File: src/rtl/popcount_pkg.sv
// Shared definitions for the sequential popcount block: FSM states,
// default geometry and a sizing helper.
package popcount_pkg;

  localparam int DEFAULT_WIDTH = 128;
  localparam int DEFAULT_CHUNK = 32;

  typedef enum logic [1:0] {
    IDLE = 2'd0,
    RUN  = 2'd1,
    DONE = 2'd2
  } state_e;

  // Chunk index needs at least one bit even when the whole vector is one chunk.
  function automatic int idx_width(input int nchunk);
    return (nchunk > 1) ? $clog2(nchunk) : 1;
  endfunction

endpackage

File: src/rtl/popcount_seq_count_ones.sv
// Purely combinational population count of a WIDTH-bit slice.
module count_ones #(
  parameter  int WIDTH = 32,
  localparam int CW    = $clog2(WIDTH + 1)
) (
  input  logic [WIDTH-1:0] vec_i,
  output logic [CW-1:0]    count_o
);

  always_comb begin
    count_o = '0;
    for (int i = 0; i < WIDTH; i++) begin
      count_o = count_o + CW'(vec_i[i]);
    end
  end

endmodule

File: src/rtl/popcount_seq.sv
// Multi-cycle popcount: a captured vector is counted CHUNK bits per cycle and
// the total is presented with a valid/ready handshake.
module popcount_seq
  import popcount_pkg::*;
#(
  parameter  int WIDTH    = DEFAULT_WIDTH,
  parameter  int CHUNK    = DEFAULT_CHUNK,
  localparam int NCHUNK   = WIDTH / CHUNK,
  localparam int CNTWIDTH = $clog2(WIDTH + 1),
  localparam int CCW      = $clog2(CHUNK + 1)
) (
  input  logic                clk,
  input  logic                rst_n,
  input  logic                in_valid,
  output logic                in_ready,
  input  logic [WIDTH-1:0]    in_vec,
  input  logic                abort,
  output logic                out_valid,
  input  logic                out_ready,
  output logic [CNTWIDTH-1:0] out_count,
  output logic                busy
);

  localparam int IDXW = idx_width(NCHUNK);

  state_e              state_q, state_d;
  logic [WIDTH-1:0]    shreg_q, shreg_d;
  logic [CNTWIDTH-1:0] acc_q, acc_d;
  logic [IDXW-1:0]     idx_q, idx_d;
  logic [CNTWIDTH-1:0] out_count_q, out_count_d;

  logic [CCW-1:0]      chunk_count;
  logic [CNTWIDTH-1:0] sum;
  logic                last_chunk;

  count_ones #(
    .WIDTH (CHUNK)
  ) u_count_ones (
    .vec_i   (shreg_q[CHUNK-1:0]),
    .count_o (chunk_count)
  );

  assign sum        = acc_q + CNTWIDTH'(chunk_count);
  assign last_chunk = (idx_q == IDXW'(NCHUNK - 1));

  always_ff @(posedge clk or negedge rst_n) begin
    if (!rst_n) begin
      state_q     <= IDLE;
      shreg_q     <= '0;
      acc_q       <= '0;
      idx_q       <= '0;
      out_count_q <= '0;
    end else begin
      state_q     <= state_d;
      shreg_q     <= shreg_d;
      acc_q       <= acc_d;
      idx_q       <= idx_d;
      out_count_q <= out_count_d;
    end
  end

  // Abort outranks the output handshake and never touches the held result.
  always_comb begin
    state_d     = state_q;
    shreg_d     = shreg_q;
    acc_d       = acc_q;
    idx_d       = idx_q;
    out_count_d = out_count_q;

    case (state_q)
      IDLE: begin
        if (in_valid) begin
          shreg_d = in_vec;
          acc_d   = '0;
          idx_d   = '0;
          state_d = RUN;
        end
      end
      RUN: begin
        if (abort) begin
          state_d = IDLE;
        end else begin
          shreg_d = shreg_q >> CHUNK;
          acc_d   = sum;
          idx_d   = idx_q + IDXW'(1);
          if (last_chunk) begin
            out_count_d = sum;
            state_d     = DONE;
          end
        end
      end
      DONE: begin
        if (abort || out_ready) begin
          state_d = IDLE;
        end
      end
      default: state_d = IDLE;
    endcase
  end

  assign in_ready  = (state_q == IDLE);
  assign busy      = (state_q != IDLE);
  assign out_valid = (state_q == DONE);
  assign out_count = out_count_q;

endmodule

File: config.mk
export PLATFORM = sky130hd
export DESIGN_NAME = popcount_seq
export DESIGN_NICKNAME = d
export VERILOG_FILES = /design/src/rtl/popcount_pkg.sv /design/src/rtl/popcount_seq_count_ones.sv /design/src/rtl/popcount_seq.sv
export SDC_FILE = /design/constraint.sdc
export NUM_CORES = 1
export LEC_CHECK = 0
export CAP_MARGIN = 20
export CORE_MARGIN = 2
export CORE_UTILIZATION = 30
export CTS_CLUSTER_DIAMETER = 40
export DETAILED_ROUTE_END_ITERATION = 12
export PLACE_DENSITY_LB_ADDON = 0.1
export SETUP_SLACK_MARGIN = 0.02
export SLEW_MARGIN = 20
export SYNTH_ARGS = -nofsm -noshare
export SYNTH_HDL_FRONTEND = slang
export SYNTH_SLANG_ARGS = --single-unit
File: constraint.sdc
create_clock -name clk -period 7.6 [get_ports clk]
set_input_delay 1.52 -clock clk [delete_from_list [all_inputs] [get_ports clk]]
set_output_delay 1.52 -clock clk [all_outputs]
set_load 0.01 [all_outputs]
After elaboration in Yosys (flattened, before gate mapping). Cells that the tools add are included.

Add/subtract/negate cells: 33. Eq/ne operators: 7. Multiplexer cells: 14. Bitwise operators: 1. Reductions and logical operators: 7.

Operators with widths (count): $mux W128 (2); $pmux W128 S2 (1); $add A6 B1 Y6 (30); $mux W8 (2); $pmux W8 S2 (1); $mux W2 (6); $reduce_and A3 Y1 (3); $add A8 B6 Y8 (1); $pmux W2 S3 (1); $eq A2 B2 Y1 const B (2); $ne A2 B2 Y1 const B (2); $pmux W2 S2 (1); $reduce_bool A2 Y1 (2); $ne A3 B3 Y1 const B (1); $add A1 B1 Y2 (1); $add A2 B1 Y2 const B (1); $eq A2 B1 Y1 const B (1); $logic_not A2 Y1 (1); $ne A2 B1 Y1 const B (1); $logic_or A1 B1 Y1 (1); $not A1 Y1 (1).

Flip-flop bits (word level): 148. Input bits: 133. Output and inout port bits: 11. Word-level logic and storage cells: 67.

Longest topological paths before layout.
Word-level depth: 34. Gate-level depth with buffers: 24. Gate-level depth less buffers: 24.

By module. A second synthesis with hierarchy kept.

Cell total of the unflattened synthesis: 661. Area, all modules: 7379.6 sq um.

By module, submodules not included: popcount_seq (instances 1, cells each 588, area each 6621.4 sq um, sequential area each 3703.6 sq um); count_ones (instances 1, cells each 73, area each 758.2 sq um, sequential area each 0.0 sq um).

Least setup slack after synthesis. OpenSTA, ideal clock, no wires.

Path type: reg-to-reg. From: register shreg_q[0]. To: register out_count_q[6], in the netlist out_count[6]. Library setup time: 0.126 ns. Arrival time: 5.747 ns. Required time: 7.474 ns. Path slack: 1.727 ns. Stages on the path, launching flop included: 21. Buffers on the path: 0. Period minus slack after synthesis: 5.873 ns. Path through: dfrtp_1 > ha_1 > inv_1 > fa_1 > fa_1 > fa_1 > fa_1 > fa_1 > fa_1 > fa_1 > fa_1 > inv_1 > a21o_1 > a21oi_1 > xnor2_1 > ha_1 > o21a_1 > o31a_1 > o21ai_0 > nor3b_1 > o31ai_1.

Word-level cells in the longest chain between the ends: 32.

Ends and longest elaborated chain: start, declared (line popcount_seq.sv:27) `logic [WIDTH-1:0] shreg_q, shreg_d;`; start signal, assigned (line popcount_seq.sv:55) `shreg_q <= shreg_d;`; $add A1 B1 Y2 (line popcount_seq_count_ones.sv:13) `count_o = count_o + CW'(vec_i[i]);`; $add A6 B1 Y6 (30 in series) (line popcount_seq_count_ones.sv:13); $add A8 B6 Y8 (line popcount_seq.sv:43) `assign sum = acc_q + CNTWIDTH'(chunk_count);`; end signal, assigned (line popcount_seq.sv:58) `out_count_q <= out_count_d;`; end, declared (line popcount_seq.sv:30) `logic [CNTWIDTH-1:0] out_count_q, out_count_d;`.

No other way between the ends. A chain may end at the register's enable or synchronous reset.

Worst setup path after layout. Same ends and word-level chain as after synthesis.

==> impl_results.md <==
- HPWL Detailed: 12,600 um
- Crit path max fanout: 4
- Final Non-Filler Cells: 1,142
- First-pass GRT wire length: 29,200 um
- Final Setup Violations: 0
- Die Y: 162 um
- Worst Tran Pin Value: 922 ps
- Pins Over Slew Limit: 0
- RePlAce Congestion: 0.751
- Req. time, crit path: 7880 ps
- Starting Density: 30.6%
- # Max-Cap Violations: 0
- Layout cell share with drive strength beyond 1: 5.38%
- Sum Neg Setup Slack: 0 ps
- RSZ-0062 raised after global routing: false
- Yosys warns: 0
- Crit Path Category: reg -> reg
- Top FF cell, synth: dfrtp_1
- HP Class: reg -> reg
- Placed Cells: 1,111
- Num rows: 57
- Vias: 5,071
- CTS Sinks: 148
- Fin. Hold Viols: 0
- DRC viols: 0
- Max Fclk: 0.160 GHz
- Initial antenna violation count: 0
- Synth cell types: 37
- CTS clk-pin slew, worst paths: 60 ps
- Hold buffers post-CTS: 0
- Vias per inst: 4.44
- Clk_lat worst skew: 420 ps
- EDFF count, synth: 0
- Post-Syn Nets: 854
- Layout Skew: 13.8 ps
- Per-cell routed wire length: 15.1 um
- Post-CTS resize count: 0
- Mean Syn Cell Area: 10.9 sq um
- Clock Tree Buf Depth: 2
- Most frequent cells in the layout: dfrtp_1, clkdlybuf4s50_1, nand2_1
- Post-CTS Repair Setup Buffers: 0
- CORE AREA: 24,300 sq um
- CTS tree: yes
- CTS Root Cell: clkbuf_16
- Grt total ovfl: 0
- Minimum clock period: 6240 ps
- Vias in the first global route: 5,606
- H-tree levels: 4
- Number of synthesized register bits: 148
- Die width: 162 um
- Leading area contributor after synthesis: dfrtp_1
- Synthesized instance count: 681
- Fill count: 2,372
- Final WL: 17,200 um
- Die area: 26,100 sq um
- Final worst-path cycle share: 82.0%
- Number of DRC markers in iteration 0: 285
- # IOs: 144
- Commonest non-fill, non-tap cell in the layout: dfrtp_1
- CTS buffer count: 17
- Status: finished clean
- First-pass detailed-route iteration total: 5
- Top cells by area, synth: dfrtp_1, mux2i_1, fa_1
- Final nets: 979
- Crit. End Element: register
- Layout area overhead: 30.2%
- Largest net degree at the start of global routing: 184
- Seq/Total Area, Yosys: 49.7%
- PortBufs: 143
- Yosys top cell area share: 49.7%
- CP Launch Type: register
- Netlist Area Pre-Place: 7440 sq um
- Remaining antenna violation count: 0
- Total GRT Usage: 14.2%
- Async set or reset register ratio after synthesis: 100%
- Worst Path Arrival: 6520 ps
- Antenna diodes: 0
- Slew HR: 38.5%
==> cells in the mapped netlist, drive strengths merged (2+ instances only) <==
| master | instances |
|---|---|
| nand2b | 2 |
| nor2b | 6 |
| fa | 25 |
| a21o | 2 |
| o21ai | 105 |
| buf | 25 |
| inv | 59 |
| nand2 | 105 |
| dfrtp | 148 |
| a22o | 37 |
| o211ai | 3 |
| mux2 | 5 |
| clkbuf | 17 |
| nor2 | 4 |
| a211oi | 2 |
| xnor2 | 5 |
| ha | 15 |
| a21oi | 6 |
| mux2i | 96 |
| xor2 | 2 |
==> cell type report <==
type	count	area, sq um	area share (%)
flip-flops and latches	148	3700	38.2
multi-input cells	432	3270	33.8
repair buffers	148	1490	15.3
clock buffers	18	429	4.43
well taps	324	405	4.18
inverters	59	221	2.29
clock inverters	13	173	1.78
==> flip-flops by register name, indices dropped and copies added (netlist names) <==
register   cells
state_q        2
idx_q          2
shreg_q      128
out_count      8
acc_q          8
==> through the flow <==
stage          worst slack [ps]  area, sq um  hold WS (ps)  utilization [%]
3_3_place_gp               1530         9090           453             37.4
4_1_cts                    1330         9690           484             39.8
5_1_grt                    1080         9690           510             39.9
6_report                   1360         9690           475             39.9
2_1_floorplan              1730         7440           441                -
3_5_place_dp               1370         9090           469             37.4
==> worst max-delay path: stages, from the launching register on <==
cell and delay, ps:
dfrtp_1 380, ha_1 290, inv_1 60, fa_1 430
fa_1 540, fa_1 440, fa_1 500, fa_1 550
fa_1 430, fa_1 420, fa_1 420, inv_1 70
a21o_1 110, a21oi_1 70, xnor2_1 130, ha_1 330
o21a_1 130, o31a_1 110, o21ai_0 350, nor3b_1 260
o31ai_1 100
==> layer usage <==
metal / vias up / global-route usage (%) / routed length [um]
met5: - / 0 / 0
met4: 0 / 3.04 / 132
met3: 9 / 4.26 / 698
met2: 73 / 23.5 / 8440
met1: 2431 / 18.4 / 7950
li1: 2558 / - / -
==> worst paths after layout <==
check,from,endpoint,slack [ps],cells past startpoint
worst max-delay path,shreg_q[0],out_count[6],1360,20
worst min-delay path,shreg_q[78],shreg_q[78],480,2
worst max register to register,shreg_q[0],out_count[6],1360,20
worst min register to register,shreg_q[78],shreg_q[78],480,2
max in group asynchronous,rst_n,shreg_q[92],5310,2
min in group asynchronous,rst_n,state_q[1],1110,1
==> cell families (layout without fill, tap and decap cells) <==
kind of cell	Yosys count	count (layout)	synth area share (%)
and+or+nand+nor	121	121	6.82
DFF	148	148	49.7
muxes	101	101	13.7
xor gates and xnor gates	7	7	0.824
AOI/OAI and AO/OA	163	163	13.3
buffers and inverters	101	238	6.39
adders and majority gates	40	40	9.24
Power is not shown: default switching activity piles up to over one toggle a cycle in this logic, so the estimate is an artifact.
